--- src/rtl/nn_wmem_arbiter_pkg.sv ---
// Shared constants and types for the neural-net weight memory arbiter.
// Layer-1 weights live at L1_WADDR and layer-2 weights at L2_WADDR.
package nn_wmem_arbiter_pkg;

  localparam int unsigned WWIDTH        = 8;
  localparam int unsigned DATA_W        = 256;
  localparam int unsigned ADDR_W        = 4;
  localparam int unsigned NUM_RD        = 2;
  localparam int unsigned MAX_WR_STREAK = 4;

  localparam logic [ADDR_W-1:0] L1_WADDR = 4'd0;
  localparam logic [ADDR_W-1:0] L2_WADDR = 4'd1;

  typedef enum logic [1:0] {
    GntNone,
    GntWr,
    GntRd
  } gnt_kind_e;

  // Index that follows idx in a ring of n entries.
  function automatic int unsigned rr_wrap(input int unsigned idx, input int unsigned n);
    return (idx + 1 >= n) ? 0 : idx + 1;
  endfunction

endpackage

--- src/rtl/nn_wmem_arbiter_if.sv ---
// Bundle of host-write, engine-read and RAM-side signals around the weight memory arbiter.
// The slave modport is the arbiter view; master is the requester/RAM environment view.
interface nn_wmem_arbiter_if #(
  parameter int unsigned DATA_W = 256,
  parameter int unsigned ADDR_W = 4,
  parameter int unsigned NUM_RD = 2
);

  logic                       wr_req;
  logic [ADDR_W-1:0]          wr_addr;
  logic [DATA_W-1:0]          wr_data;
  logic                       wr_gnt;

  logic [NUM_RD-1:0]          rd_req;
  logic [NUM_RD*ADDR_W-1:0]   rd_addr;
  logic [NUM_RD-1:0]          rd_gnt;
  logic [NUM_RD-1:0]          rd_rvalid;
  logic [DATA_W-1:0]          rd_rdata;

  logic [ADDR_W-1:0]          ram_a;
  logic [DATA_W-1:0]          ram_d;
  logic                       ram_we;
  logic [DATA_W-1:0]          ram_q;

  modport slave (
    input  wr_req, wr_addr, wr_data, rd_req, rd_addr, ram_q,
    output wr_gnt, rd_gnt, rd_rvalid, rd_rdata, ram_a, ram_d, ram_we
  );

  modport master (
    output wr_req, wr_addr, wr_data, rd_req, rd_addr, ram_q,
    input  wr_gnt, rd_gnt, rd_rvalid, rd_rdata, ram_a, ram_d, ram_we
  );

endinterface

--- src/rtl/nn_wmem_arbiter_rr_pick.sv ---
// Combinational round-robin picker: first requester at or above ptr_i, with wrap-around.
// Produces a one-hot grant, its index and a valid flag when any request is present.
module nn_rr_pick #(
  parameter int unsigned N = 2,
  localparam int unsigned IdxW = (N > 1) ? $clog2(N) : 1
) (
  input  logic [N-1:0]    req_i,
  input  logic [IdxW-1:0] ptr_i,
  output logic [N-1:0]    gnt_o,
  output logic [IdxW-1:0] idx_o,
  output logic            valid_o
);

  int unsigned pos;

  always_comb begin
    gnt_o   = '0;
    idx_o   = '0;
    valid_o = 1'b0;
    pos     = 0;
    for (int unsigned k = 0; k < N; k++) begin
      pos = (32'(ptr_i) + k) % N;
      if (!valid_o && req_i[pos[IdxW-1:0]]) begin
        valid_o                = 1'b1;
        gnt_o[pos[IdxW-1:0]]   = 1'b1;
        idx_o                  = pos[IdxW-1:0];
      end
    end
  end

endmodule

--- src/rtl/nn_wmem_arbiter.sv ---
// Single-port weight RAM arbiter: one host writer versus NUM_RD round-robin readers.
// The writer has priority but is held off after MAX_WR_STREAK grants while reads wait.
module nn_wmem_arbiter
  import nn_wmem_arbiter_pkg::*;
#(
  parameter int unsigned DATA_W        = nn_wmem_arbiter_pkg::DATA_W,
  parameter int unsigned ADDR_W        = nn_wmem_arbiter_pkg::ADDR_W,
  parameter int unsigned NUM_RD        = nn_wmem_arbiter_pkg::NUM_RD,
  parameter int unsigned MAX_WR_STREAK = nn_wmem_arbiter_pkg::MAX_WR_STREAK
) (
  input  logic                 clk,
  input  logic                 reset,
  nn_wmem_arbiter_if.slave     bus_if
);

  localparam int unsigned IdxW    = (NUM_RD > 1) ? $clog2(NUM_RD) : 1;
  localparam int unsigned StreakW = $clog2(MAX_WR_STREAK + 1);

  logic [IdxW-1:0]    rr_ptr_q, rr_ptr_d;
  logic [StreakW-1:0] wr_streak_q, wr_streak_d;
  logic [NUM_RD-1:0]  rvalid_q, rvalid_d;

  logic [NUM_RD-1:0]  pick_gnt;
  logic [IdxW-1:0]    pick_idx;
  logic               pick_valid;

  logic               any_rd;
  logic               streak_full;
  gnt_kind_e          gnt_kind;
  logic [NUM_RD-1:0]  rd_gnt;

  nn_rr_pick #(
    .N (NUM_RD)
  ) u_rr_pick (
    .req_i   (bus_if.rd_req),
    .ptr_i   (rr_ptr_q),
    .gnt_o   (pick_gnt),
    .idx_o   (pick_idx),
    .valid_o (pick_valid)
  );

  assign any_rd      = |bus_if.rd_req;
  assign streak_full = (wr_streak_q == StreakW'(MAX_WR_STREAK));

  // Grant decision: writer first unless the streak limit yields to a waiting reader.
  always_comb begin
    gnt_kind = GntNone;
    if (!reset) begin
      if (bus_if.wr_req && !(any_rd && streak_full)) begin
        gnt_kind = GntWr;
      end else if (pick_valid) begin
        gnt_kind = GntRd;
      end
    end
  end

  assign rd_gnt = (gnt_kind == GntRd) ? pick_gnt : '0;

  always_comb begin
    bus_if.wr_gnt = (gnt_kind == GntWr);
    bus_if.rd_gnt = rd_gnt;
    bus_if.ram_we = (gnt_kind == GntWr);
    bus_if.ram_d  = bus_if.wr_data;
    unique case (gnt_kind)
      GntWr:   bus_if.ram_a = bus_if.wr_addr;
      GntRd:   bus_if.ram_a = bus_if.rd_addr[32'(pick_idx) * ADDR_W +: ADDR_W];
      default: bus_if.ram_a = '0;
    endcase
    // Gated so a read in flight when reset arrives never surfaces.
    bus_if.rd_rvalid = reset ? '0 : rvalid_q;
    bus_if.rd_rdata  = bus_if.ram_q;
  end

  always_comb begin
    rr_ptr_d    = rr_ptr_q;
    wr_streak_d = wr_streak_q;
    rvalid_d    = rd_gnt;
    if (gnt_kind == GntRd) begin
      rr_ptr_d = IdxW'(rr_wrap(32'(pick_idx), NUM_RD));
    end
    if (gnt_kind == GntRd || !any_rd) begin
      wr_streak_d = '0;
    end else if (gnt_kind == GntWr && !streak_full) begin
      wr_streak_d = wr_streak_q + 1'b1;
    end
  end

  always_ff @(posedge clk) begin
    if (reset) begin
      rr_ptr_q    <= '0;
      wr_streak_q <= '0;
      rvalid_q    <= '0;
    end else begin
      rr_ptr_q    <= rr_ptr_d;
      wr_streak_q <= wr_streak_d;
      rvalid_q    <= rvalid_d;
    end
  end

endmodule

--- src/flat_wrapper.sv ---
// flat-port wrapper written by rule: the top's interface ports become plain ports
module nn_wmem_arbiter_flat import nn_wmem_arbiter_pkg::*;
#(
  parameter int unsigned DATA_W        = nn_wmem_arbiter_pkg::DATA_W,
  parameter int unsigned ADDR_W        = nn_wmem_arbiter_pkg::ADDR_W,
  parameter int unsigned NUM_RD        = nn_wmem_arbiter_pkg::NUM_RD,
  parameter int unsigned MAX_WR_STREAK = nn_wmem_arbiter_pkg::MAX_WR_STREAK
)
  (clk, reset, bus_if_wr_req, bus_if_wr_addr, bus_if_wr_data, bus_if_rd_req, bus_if_rd_addr, bus_if_ram_q, bus_if_wr_gnt, bus_if_rd_gnt, bus_if_rd_rvalid, bus_if_rd_rdata, bus_if_ram_a, bus_if_ram_d, bus_if_ram_we);
  nn_wmem_arbiter_if #(.DATA_W(DATA_W), .ADDR_W(ADDR_W), .NUM_RD(NUM_RD)) bus_if_i ();
  input  logic clk;
  input  logic reset;
  input wire logic [$bits(bus_if_i.wr_req)-1:0] bus_if_wr_req;
  input wire logic [$bits(bus_if_i.wr_addr)-1:0] bus_if_wr_addr;
  input wire logic [$bits(bus_if_i.wr_data)-1:0] bus_if_wr_data;
  input wire logic [$bits(bus_if_i.rd_req)-1:0] bus_if_rd_req;
  input wire logic [$bits(bus_if_i.rd_addr)-1:0] bus_if_rd_addr;
  input wire logic [$bits(bus_if_i.ram_q)-1:0] bus_if_ram_q;
  output wire logic [$bits(bus_if_i.wr_gnt)-1:0] bus_if_wr_gnt;
  output wire logic [$bits(bus_if_i.rd_gnt)-1:0] bus_if_rd_gnt;
  output wire logic [$bits(bus_if_i.rd_rvalid)-1:0] bus_if_rd_rvalid;
  output wire logic [$bits(bus_if_i.rd_rdata)-1:0] bus_if_rd_rdata;
  output wire logic [$bits(bus_if_i.ram_a)-1:0] bus_if_ram_a;
  output wire logic [$bits(bus_if_i.ram_d)-1:0] bus_if_ram_d;
  output wire logic [$bits(bus_if_i.ram_we)-1:0] bus_if_ram_we;
  assign bus_if_i.wr_req = bus_if_wr_req;
  assign bus_if_i.wr_addr = bus_if_wr_addr;
  assign bus_if_i.wr_data = bus_if_wr_data;
  assign bus_if_i.rd_req = bus_if_rd_req;
  assign bus_if_i.rd_addr = bus_if_rd_addr;
  assign bus_if_i.ram_q = bus_if_ram_q;
  assign bus_if_wr_gnt = bus_if_i.wr_gnt;
  assign bus_if_rd_gnt = bus_if_i.rd_gnt;
  assign bus_if_rd_rvalid = bus_if_i.rd_rvalid;
  assign bus_if_rd_rdata = bus_if_i.rd_rdata;
  assign bus_if_ram_a = bus_if_i.ram_a;
  assign bus_if_ram_d = bus_if_i.ram_d;
  assign bus_if_ram_we = bus_if_i.ram_we;
  nn_wmem_arbiter #(.DATA_W(DATA_W), .ADDR_W(ADDR_W), .NUM_RD(NUM_RD), .MAX_WR_STREAK(MAX_WR_STREAK)) u_core (.clk(clk), .reset(reset), .bus_if(bus_if_i));
endmodule
--- config.mk ---
export PLATFORM = sky130hd
export DESIGN_NAME = nn_wmem_arbiter_flat
export DESIGN_NICKNAME = d
export VERILOG_FILES = /design/src/rtl/nn_wmem_arbiter_pkg.sv /design/src/rtl/nn_wmem_arbiter_if.sv /design/src/rtl/nn_wmem_arbiter_rr_pick.sv /design/src/rtl/nn_wmem_arbiter.sv /design/src/flat_wrapper.sv
export SDC_FILE = /design/constraint.sdc
export NUM_CORES = 1
export LEC_CHECK = 0
export CAP_MARGIN = 20
export CORE_AREA = 4 4 405 407
export CTS_CLUSTER_SIZE = 25
export DETAILED_ROUTE_END_ITERATION = 16
export DIE_AREA = 0 0 409 411
export DONT_BUFFER_PORTS = 1
export GPL_TIMING_DRIVEN = 0
export SYNTH_ARGS = -nofsm -noshare
export SYNTH_HDL_FRONTEND = slang
export SYNTH_HIERARCHICAL = 1
export SYNTH_SLANG_ARGS = --single-unit
--- constraint.sdc ---
create_clock -name clk -period 5.6 [get_ports clk]
set_input_delay 0.56 -clock clk [delete_from_list [all_inputs] [get_ports clk]]
set_output_delay 0.56 -clock clk [all_outputs]
set_load 0.1 [all_outputs]
==> summary.md, run 1 <==
| Metric | Value |
|---|---|
| Top FF cell, synth | `dfxtp_1` |
| Async SR Flop Fraction | `0%` |
| Critical Path RT | `5040 ps` |
| WL final | `113 mm` |
| Xor/xnor cell area share of the yosys netlist | `0.203%` |
| Worst Clk Skew | `1.26 ps` |
| Share of cells above drive strength 1 | `92.8%` |
| Final hold vios | `0` |
| Synthesized area | `0.00432 mm²` |
| Clock latency on the worst-skew pair | `230 ps` |
| DRT iter0 DRCs | `249` |
| Multiplexer share of the synthesized area | `1.27%` |
| Synth top area share | `89.1%` |
| FP Rows | `147` |
| CTS Sinks | `6` |
| Final min period | `3160 ps` |
| RSZ-0062 raised after global routing | `false` |
| Grt ovf | `0` |
| Avg Cell Area, Syn | `7.62 µm²` |
| Synth Area in Simple Gates | `3.13%` |
| DIE WIDTH | `409 µm` |
| Max VDD drop | `79.4 µV` |
| Yosys warns | `6` |
| RePlAce Congestion | `0.880` |
| CTS Buffer Depth | `2` |
| CTS tree | `built` |
| Setup_tns | `0 ps` |
| TritonCTS Buffers | `3` |
| Routed WL per cell | `40.5 µm` |
| Area of placed instances | `0.00728 mm²` |
| Vias in the first global route | `3600` |
| CP Launch Type | `flip-flop` |
| Net Count, Synth | `1100` |
| Residual DRC | `0` |
| Largest net degree at the start of global routing | `11` |
| Detailed Routing Iterations Pass 1 | `6` |
| Final Max Tran Viols | `0` |
| Post-synth EDFFs | `0` |
| Clock-pin slew on the worst setup and hold paths | `40 ps` |
| Die H | `411 µm` |
| Compound-Gate Fraction of Synth Area | `1.80%` |
| Main combinational cell family by area after synthesis | `buffers and inverters` |
| Initial antenna violation count | `173` |
| Setup repair bufs after CTS | `0` |
| Synth top area cells | `buf_4 (89%), dfxtp_1 (2.8%), ha_1 (1.2%)` |
| Outcome | `finished clean` |
| Final Setup Violations | `0` |
| Buffers on Ports | `0` |
| Synth area leader | `buf_4` |
| Rel. slew slack | `38.6%` |
| Worst-Margin Slew | `912 ps` |
| Tot GR Track Use | `12.6%` |
| Starting density of the core | `2.70%` |
| CP Class | `flip-flop to output pin` |
| Die area | `0.168 mm²` |
| P_leak | `0.00278 µW` |
| Post_cts resized | `0` |
| Max Cap Viol | `0` |
| Cell variety after synth | `25` |
| CORE AREA | `0.160 mm²` |
| Number of H-tree levels | `1` |
| Sequential area share after synthesis | `2.78%` |
| PwrDens | `292 mW/mm²` |
| Top Ports | `1051` |
| WP data arrival | `2600 ps` |
| Max Clk Rate | `316 MHz` |
| Post-DP HPWL | `111 mm` |
| Clk root buf | `clkbuf_16` |
| FF+latch count, synth | `6` |
| CP Capture Type | `output pin` |
| First-pass GRT wire length | `123 mm` |
| Layout area overhead | `72.6%` |
| Vias per cell | `1.47` |
| Syn Inst Count | `567` |
| Hold buffers post-CTS | `0` |
| Adder-Cell Fraction of Synth Area | `1.16%` |
| Hold crit path type | `input pin to flip-flop` |
| Critical-path maximum fanout | `8` |
| Final critical-path share of the clock period | `56.5%` |
| Routed vias | `4080` |
| Final Instance Area | `0.00746 mm²` |
| Nets | `1116` |
| Post-route ant nets | `0` |
-- routing by layer --
| layer | part of all wire [%] | vias to the layer above | global-route usage, % |
|---|---|---|---|
| met1 | 31 | 1768 | 11.2 |
| li1 | - | 1318 | - |
| met4 | 1.1 | 88 | 0.370 |
| met3 | 20 | 246 | 12.8 |
| met5 | 0.53 | - | 0 |
| met2 | 47 | 660 | 21.2 |
-- final timing paths --
path	startpoint	to	slack [ps]	depth (start not counted)
setup / recovery	u_core/wr_streak_q[0]$_SDFFE_PP0P_	bus_if_ram_a[1]	2440	11
hold reg to reg	u_core/rr_ptr_q$_SDFFE_PP0N_	u_core/rr_ptr_q$_SDFFE_PP0N_	560	2
hold / removal	reset	u_core/rvalid_q[0]$_SDFF_PP0_	410	1
setup reg to reg	u_core/wr_streak_q[0]$_SDFFE_PP0P_	u_core/wr_streak_q[1]$_SDFFE_PP0P_	3370	9
-- kinds of logic (layout without fill, tap and decap cells) --
logic type | Yosys count | in the layout
flops | 6 | 6
xor+xnor | 1 | 1
other cells | 0 | 42
simple gates | 23 | 23
fa+ha+maj | 4 | 4
buf+inv | 517 | 531
compound gates | 11 | 11
mux | 5 | 5
-- per-stage QoR --
step	worst slack [ps]	hold WS [ps]	total power, µW	utilization, %	cells
global placement	1150	491	2080	4.38	2727
CTS	2480	406	2210	4.59	2741
floorplan	1730	483	1810	-	567
finish	2440	411	2170	4.66	2783
global route	2340	405	2220	4.59	2742
detailed placement	2700	553	2090	4.54	2738
-- final cells by class --
type | count | area [µm²]
fill | 19000 | 153000
buffer | 514 | 3860
tap | 2160 | 2700
multi-input combinational | 44 | 342
timing repair buffer | 11 | 240
sequential | 6 | 120
antenna | 42 | 105
clock buffer | 3 | 75.1
inverter | 3 | 11.3
-- power breakdown --
part	leakage (µW)	switching, µW	internal [µW]	total, µW
Sequential	0.0000487	0.919	44.1	45.1
Combinational	0.00270	1750	265	2010
Clock	0.0000372	26.8	92.0	119
-- registers in the layout, summed over array words and instances, names as in the netlist --
register,cells
u_core/rvalid_q,2
u_core/rr_ptr_q,1
u_core/wr_streak_q,3
-- cells in the final DEF, fill, tap and decap left out, drive strengths merged, types with 4 or more instances in the layout --
cell type	count
dfxtp	6
diode	42
nor2b	4
a22oi	4
mux2	4
nor2	9
buf	525
ha	4
a21boi	4
-- synthesized netlist by cell type, types with 2 or more instances --
master / n
and2_1: 2
ha_1: 4
inv_1: 3
buf_4: 513
mux2_2: 4
dfxtp_1: 6
nor2b_1: 4
a22oi_1: 4
a21boi_0: 3
nor2_1: 9
-- worst max-delay path, stage by stage (launching register included) --
cell and delay (ps):
dfxtp_1 370, inv_1 60, ha_1 230, nand2_1 80, o21ai_1 110, nor2_1 150
ha_1 480, buf_16 230, buf_1 110, a22oi_1 90, nor2_2 240, buf_16 210
Power figures use the tool's default switching activity.
==> inputs of run 2 (changes only) <==
--- a/config.mk
+++ b/config.mk
@@ -5,11 +5,12 @@
 export SDC_FILE = /design/constraint.sdc
 export NUM_CORES = 1
 export LEC_CHECK = 0
+export ABC_AREA = 1
 export CAP_MARGIN = 20
-export CORE_AREA = 4 4 405 407
+export CORE_AREA = 4 4 410 412
 export CTS_CLUSTER_SIZE = 25
 export DETAILED_ROUTE_END_ITERATION = 16
-export DIE_AREA = 0 0 409 411
+export DIE_AREA = 0 0 414 416
 export DONT_BUFFER_PORTS = 1
 export GPL_TIMING_DRIVEN = 0
 export SYNTH_ARGS = -nofsm -noshare
==> constraint.sdc (replaced) <==
create_clock -name clk -period 2.6 [get_ports clk]
set_input_delay 0.26 -clock clk [delete_from_list [all_inputs] [get_ports clk]]
set_output_delay 0.26 -clock clk [all_outputs]
set_load 0.1 [all_outputs]
==> summary.md, run 2 <==
| Metric | Value |
|---|---|
| Outcome | `finished, violations left` |
| Failing checks | `setup timing` |
| Net Count, Synth | `1144 (+4.0%)` |
| Largest register FFs | `3 (unchanged)` |
| Async SR Flop Fraction | `0% (unchanged)` |
| Worst Clk Skew | `2.05 ps (+0.791 ps)` |
| Met2 Use GR | `22.9% (+1.7 points)` |
| DIE WIDTH | `414 µm (+1.2%)` |
| Synth top area cells | `buf_4 (87%), dfxtp_1 (2.7%), nand2_1 (2.1%)` |
| RSZ-0062 raised after global routing | `true` |
| WP data arrival | `2550 ps (-50 ps)` |
| Vias in the first global route | `3928 (+9.1%)` |
| Syn Inst Count | `611 (+7.8%)` |
| PwrDens | `616 mW/mm² (+110%)` |
| Critical Path Slowest Stage Cell | `a21oi_4` |
| CTS Sinks | `6 (unchanged)` |
| CP Class | `flip-flop to output pin` |
| RePlAce Congestion | `0.975 (+11%)` |
| CTS tree | `built` |
| Initial antenna violation count | `182 (+5.2%)` |
| Post-synth EDFFs | `0 (unchanged)` |
| Post-route insts no fill | `2856 (+2.6%)` |
| Critical Path RT | `2340 ps (-2700 ps)` |
| Sequential area share after synthesis | `2.71% (-0.068 points)` |
| Final Max Tran Viols | `0 (unchanged)` |
| Count leader, synth | `buf_4` |
| Commonest cells in the netlist | `buf_4 (513), nand2_1 (25), inv_1 (21)` |
| Largest net degree at the start of global routing | `10 (-1)` |
| Commonest non-fill, non-tap cell in the layout | `buf_4` |
| Fin worst setup slack | `-211 ps (-2650 ps)` |
| Worst-Margin Slew | `958 ps (+45.4 ps)` |
| Residual DRC | `0 (unchanged)` |
| Routed WL per cell | `40.4 µm (-0.41%)` |
| CP Launch Type | `flip-flop` |
| Share of cells above drive strength 1 | `91.4% (-1.4 points)` |
| Final Setup Violations | `6 (+6)` |
| Clk root buf | `clkbuf_16` |
| Final min period | `2810 ps` |
| FF+latch count, synth | `6 (unchanged)` |
| Clock latency on the worst-skew pair | `230 ps (about the same)` |
| Max VDD drop | `196 µV (+150%)` |
| Synth area leader | `buf_4` |
| CORE AREA | `0.164 mm² (+2.6%)` |
| Max Cap Viol | `0 (unchanged)` |
| Buf/Inv on CP | `3 (-1)` |
| Final critical-path share of the clock period | `108%` |
| Fillcell total | `19500 (+2.8%)` |
| Number of H-tree levels | `1 (unchanged)` |
| P_leak | `0.00294 µW (+5.5%)` |
| Synthesized area | `0.00443 mm² (+2.5%)` |
| Synth top area share | `86.9% (-2.2 points)` |
| Hold buffers post-CTS | `0 (unchanged)` |
| Detailed Routing Iterations Pass 1 | `4 (-2)` |
| Critical-path maximum fanout | `4 (-4)` |
| Multi-input gate area in the final layout | `523 µm² (+53%)` |
| WL final | `115 mm (+2.2%)` |
| Buffers on Ports | `0 (unchanged)` |
| Routed vias | `4352 (+6.7%)` |
| FP Rows | `149 (+1.4%)` |
| Vias per cell | `1.52 (+3.9%)` |
| R2r setup slk | `540 ps (-2830 ps)` |
| Post-route ant nets | `0 (unchanged)` |
| Worst path cell trace | `inv_2, ha_4, nand2_4, o21ai_4, nor2_4, ha_4, buf_8, buf_6, nand2_4, a21oi_4` |
| Avg Cell Area, Syn | `7.25 µm² (-4.9%)` |
| CP Capture Type | `output pin` |
| DRT iter0 DRCs | `242 (-2.8%)` |
| Total chip power | `4740 µW (+120%)` |
| Clock-pin slew on the worst setup and hold paths | `30 ps (about the same)` |
| Pre-CTS setup slack | `-579 ps (-3280 ps)` |
| Top Ports | `1051 (unchanged)` |
| Commonest cells after routing, fill and taps aside | `buf_4 (523), nand2_1 (19), inv_1 (17)` |
| Max Clk Rate | `356 MHz` |
| Grt ovf | `0 (unchanged)` |
| Die area | `0.172 mm² (+2.5%)` |
| Slowest stage delay, CP | `710 ps (+230 ps)` |
| Die H | `416 µm (+1.2%)` |
| Final hold vios | `0 (unchanged)` |
| Layout area overhead | `73.9%` |
| Nets | `1163 (+4.2%)` |
| Yosys warns | `6 (unchanged)` |
| Met1 Resource Use GR | `9.52% (-1.7 points)` |
| Most Used Layer, Global Route | `met2` |
| Largest registers | `u_core/wr_streak_q (3), u_core/rvalid_q (2), u_core/rr_ptr_q (1)` |
| Top Family by Delay on Critical Path | `compound AO/OA/AOI/OAI gates` |
| Top FF cell, synth | `dfxtp_1` |
| Hold crit path type | `input pin to flip-flop` |
| First-pass GRT wire length | `125 mm (+2.0%)` |
| Tot GR Track Use | `12.6% (+0.038 points)` |
| Rel. slew slack | `36.0% (-2.6 points)` |
| Placed cells | `2802 (+2.3%)` |
| Starting density of the core | `2.69% (-0.0032 points)` |
| Post-DP HPWL | `114 mm (+1.8%)` |
| Cell variety after synth | `19 (-24%)` |
| GR Layer Usage met3 | `13.4% (+0.56 points)` |
| Reg with most FFs | `u_core/wr_streak_q` |
| TritonCTS Buffers | `3 (unchanged)` |
| FF+latch area | `124 µm² (+3.1%)` |
| CTS Buffer Depth | `2 (unchanged)` |
==> run 2: power by group <==
| part | switching [µW] | total [µW] | internal [µW] | leakage [µW] |
|---|---|---|---|---|
| sequential | 2.71 | 98.3 | 95.6 | 0.0000500 |
| clock | 53.4 | 251 | 197 | 0.0000372 |
| combinational | 3820 | 4390 | 577 | 0.00285 |
==> run 2: cell type report <==
class | count | area share [%]
multi-input cells | 64 | 6.79
inverters | 26 | 1.36
diodes | 39 | 1.27
well taps | 2189 | 35.6
clock buffers | 3 | 0.975
repair buffers | 14 | 1.98
plain buffers | 515 | 50.5
flip-flops and latches | 6 | 1.61
==> run 2: cell families after synthesis <==
group	synth area share [%]
flops	2.71
buf+inv	89.5
simple gates	5.06
compound gates	1.58
fa+ha+maj	1.13
==> run 2: timing repair <==
item,CTS,global route
gates resized for setup,20,20
endpoints found under the setup margin,6,6
pin swaps,9,8
setup buffers,9,3
==> run 2: path summary, 6_finish.rpt <==
| check | to | cells after the start | from |
|---|---|---|---|
| setup reg to reg | u_core/wr_streak_q[1]$_SDFFE_PP0P_ | 12 | u_core/wr_streak_q[0]$_SDFFE_PP0P_ |
| hold / removal | u_core/rvalid_q[1]$_SDFF_PP0_ | 1 | reset |
| setup / recovery | bus_if_ram_a[2] | 10 | u_core/wr_streak_q[0]$_SDFFE_PP0P_ |
| hold reg to reg | u_core/wr_streak_q[0]$_SDFFE_PP0P_ | 3 | u_core/wr_streak_q[0]$_SDFFE_PP0P_ |
==> run 2: worst register-to-register path, cell delays in order (launching register included) <==
cell,delay (ps)
dfxtp_2,320
inv_2,90
ha_4,160
nand2_4,60
o21ai_4,180
nand3_2,130
ha_4,300
buf_8,210
buf_6,130
buf_4,140
nand2_1,100
nand2_1,80
a21oi_2,110
==> run 2: layer usage <==
layer / vias to the layer above / wire length (µm) / share of wire (%)
met5: - / 459 / 0.40
met4: 70 / 1660 / 1.4
met3: 262 / 25200 / 22
met2: 741 / 57800 / 50
met1: 1861 / 30200 / 26
li1: 1418 / - / -
==> run 2: stage by stage <==
stage,area (µm²),hold slack (ps),utilization (%),setup TNS (ps)
after global placement,7220,355,4.39,-1180
after floorplan,4480,332,-,0
final,7700,127,4.68,-862
after detailed placement,7280,357,4.43,-1760
after global routing,7620,117,4.64,-1320
after CTS,7490,111,4.55,-1030
==> inputs of run 3 (changes only) <==
--- a/config.mk
+++ b/config.mk
@@ -5,12 +5,11 @@
 export SDC_FILE = /design/constraint.sdc
 export NUM_CORES = 1
 export LEC_CHECK = 0
-export ABC_AREA = 1
 export CAP_MARGIN = 20
-export CORE_AREA = 4 4 410 412
+export CORE_AREA = 4 4 405 407
 export CTS_CLUSTER_SIZE = 25
 export DETAILED_ROUTE_END_ITERATION = 16
-export DIE_AREA = 0 0 414 416
+export DIE_AREA = 0 0 409 411
 export DONT_BUFFER_PORTS = 1
 export GPL_TIMING_DRIVEN = 0
 export SYNTH_ARGS = -nofsm -noshare
==> summary.md, run 3 (synthesized netlist as in run 1, its figures left out) <==
| Metric | Value |
|---|---|
| Nets | `1109 (-4.6%)` |
| Final hold vios | `0 (unchanged)` |
| Detailed Routing Iterations Pass 1 | `4 (unchanged)` |
| Post-route ant nets | `0 (unchanged)` |
| Critical-path maximum fanout | `7 (+3)` |
| RSZ-0062 raised after global routing | `false` |
| Worst-Margin Slew | `843 ps (-115 ps)` |
| Hold crit path type | `input pin to flip-flop` |
| CP Capture Type | `output pin` |
| Routed vias | `4092 (-6.0%)` |
| CTS Buffer Depth | `2 (unchanged)` |
| Buffers on Ports | `0 (unchanged)` |
| WP data arrival | `2270 ps (-280 ps)` |
| FP Rows | `147 (-1.3%)` |
| Largest register FFs | `3 (unchanged)` |
| Die H | `411 µm (-1.2%)` |
| PwrDens | `640 mW/mm² (+3.9%)` |
| WL final | `117 mm (+1.1%)` |
| Final min period | `2530 ps (-277 ps)` |
| Reg with most FFs | `u_core/wr_streak_q` |
| Commonest non-fill, non-tap cell in the layout | `buf_4` |
| CP Class | `flip-flop to output pin` |
| Final Max Tran Viols | `0 (unchanged)` |
| Hold buffers post-CTS | `0 (unchanged)` |
| Int Pwr | `855 µW (-1.7%)` |
| Max Cap Viol | `0 (unchanged)` |
| CP Launch Type | `flip-flop` |
| Largest registers | `u_core/wr_streak_q (3), u_core/rvalid_q (2), u_core/rr_ptr_q (1)` |
| Grt ovf | `0 (unchanged)` |
| Finished Core Util | `4.59% (-0.090 points)` |
| Sw power | `3850 µW (-0.52%)` |
| Die area | `0.168 mm² (-2.4%)` |
| Sequential share of power | `2.1% (about the same)` |
| Net switching fraction of the power | `81.8% (+0.18 points)` |
| TritonCTS Buffers | `3 (unchanged)` |
| DRT iter0 DRCs | `326 (+35%)` |
| Worst path cell trace | `inv_1, ha_4, nand2_2, o21ai_4, nand3b_1, ha_4, a22oi_2, nor2_4` |
| Post-route insts no fill | `2775 (-2.8%)` |
| Starting density of the core | `2.70% (+0.0032 points)` |
| RePlAce Congestion | `0.872 (-11%)` |
| Critical Path Slowest Stage Cell | `nor2_4` |
| CTS Sinks | `6 (unchanged)` |
| Layout area overhead | `70.4%` |
| Clock-pin slew on the worst setup and hold paths | `30 ps (about the same)` |
| Number of H-tree levels | `1 (unchanged)` |
| Fillcell total | `19000 (-2.7%)` |
| Tot GR Track Use | `13.0% (+0.38 points)` |
| Vias per cell | `1.47 (-3.2%)` |
| Post-DP HPWL | `115 mm (+1.3%)` |
| Clock latency on the worst-skew pair | `230 ps (about the same)` |
| Met2 Use GR | `22.2% (-0.73 points)` |
| Worst Clk Skew | `2.39 ps (+0.338 ps)` |
| Placed cells | `2728 (-2.6%)` |
| Final Setup Violations | `0 (-6)` |
| Max Clk Rate | `395 MHz (+11%)` |
| Most Used Layer, Global Route | `met2` |
| Final Instance Area | `0.00736 mm² (-4.4%)` |
| CTS tree | `built` |
| DIE WIDTH | `409 µm (-1.2%)` |
| Residual DRC | `0 (unchanged)` |
| Most frequent CP cell | `ha_4` |
| Largest net degree at the start of global routing | `11 (+1)` |
| CORE AREA | `0.160 mm² (-2.6%)` |
| Combinational fraction of design power | `92.6% (about the same)` |
| Clk network pwr share | `5.4% (about the same)` |
| First-pass GRT wire length | `126 mm (+0.62%)` |
| Rel. slew slack | `43.7% (+7.7 points)` |
| GR Layer Usage met3 | `13.1% (-0.33 points)` |
| Outcome | `finished clean` |
| Final critical-path share of the clock period | `97.4% (-11 points)` |
| Max VDD drop | `161 µV (-18%)` |
| Clk root buf | `clkbuf_16` |
| Met1 Resource Use GR | `11.4% (+1.9 points)` |
| Slowest stage delay, CP | `560 ps (-150 ps)` |
| P_leak | `0.00272 µW (-7.5%)` |
| Critical Path RT | `2340 ps (about the same)` |
| Initial antenna violation count | `167 (-8.2%)` |
| Area of placed instances | `0.00709 mm² (-2.6%)` |
| Routed WL per cell | `42.0 µm (+4.1%)` |
| Commonest cells after routing, fill and taps aside | `buf_4 (515), nor2_4 (5)` |
| Top Ports | `1051 (unchanged)` |
| Vias in the first global route | `3628 (-7.6%)` |
| Fin Hold WS | `120 ps (-6.94 ps)` |
| Total chip power | `4710 µW (-0.74%)` |
| Share of cells above drive strength 1 | `94.9% (+3.5 points)` |
## run 3: repair_timing
action,4_1_cts,5_1_grt
buffers inserted,2,1
gates resized for setup,7,9
cloned,0,0
setup endpoints to repair,6,4
pin swaps,5,10
## run 3: final timing paths
check                                  endpoint                               start  slack (ps)  cells past startpoint
max reg2reg  u_core/wr_streak_q[1]$_SDFFE_PP0P_  u_core/wr_streak_q[1]$_SDFFE_PP0P_         150                     10
max                             bus_if_ram_a[3]  u_core/wr_streak_q[1]$_SDFFE_PP0P_          70                      8
min reg2reg  u_core/wr_streak_q[1]$_SDFFE_PP0P_  u_core/wr_streak_q[1]$_SDFFE_PP0P_         540                      2
min                u_core/rr_ptr_q$_SDFFE_PP0N_                               reset         120                      1
## run 3: per-stage QoR
step / TNS [ps] / setup WS [ps]
2_1_floorplan: 0 / 160
3_3_place_gp: -40.5 / -21.1
3_5_place_dp: -603 / -157
4_1_cts: -31.0 / -15.8
5_1_grt: 0 / 0.960
6_report: 0 / 66.6
## run 3: power groups by stage
stage               registers, µW  logic (µW)  clock network (µW)
CTS                          97.0        4420                 256
finish                       97.2        4360                 252
global route                 97.2        4440                 260
global placement             98.0        4400                   0
floorplan                    97.8        3800                   0
detailed placement           98.7        4410                   0
## run 3: layout make-up
class	instances	area, µm²	share of cell area, %
inverters	3	11.3	0.153
diodes	41	103	1.39
well taps	2160	2700	36.7
clock buffers	3	75.1	1.02
flip-flops and latches	6	123	1.67
plain buffers	514	3860	52.5
multi-input cells	44	439	5.97
repair buffers	4	45.0	0.612
## run 3: metal layers
metal	vias up	routed length (µm)
li1	1299	-
met1	1783	35200
met2	686	55400
met3	238	24000
met4	86	1440
met5	-	564
## run 3: worst max-delay path, delay by kind of cell, from the launching register on
kind | cells | cell delay [ps]
buf+inv | 1 | 70
simple gates | 3 | 790
flops | 1 | 330
fa+ha+maj | 2 | 590
compound gates | 2 | 250
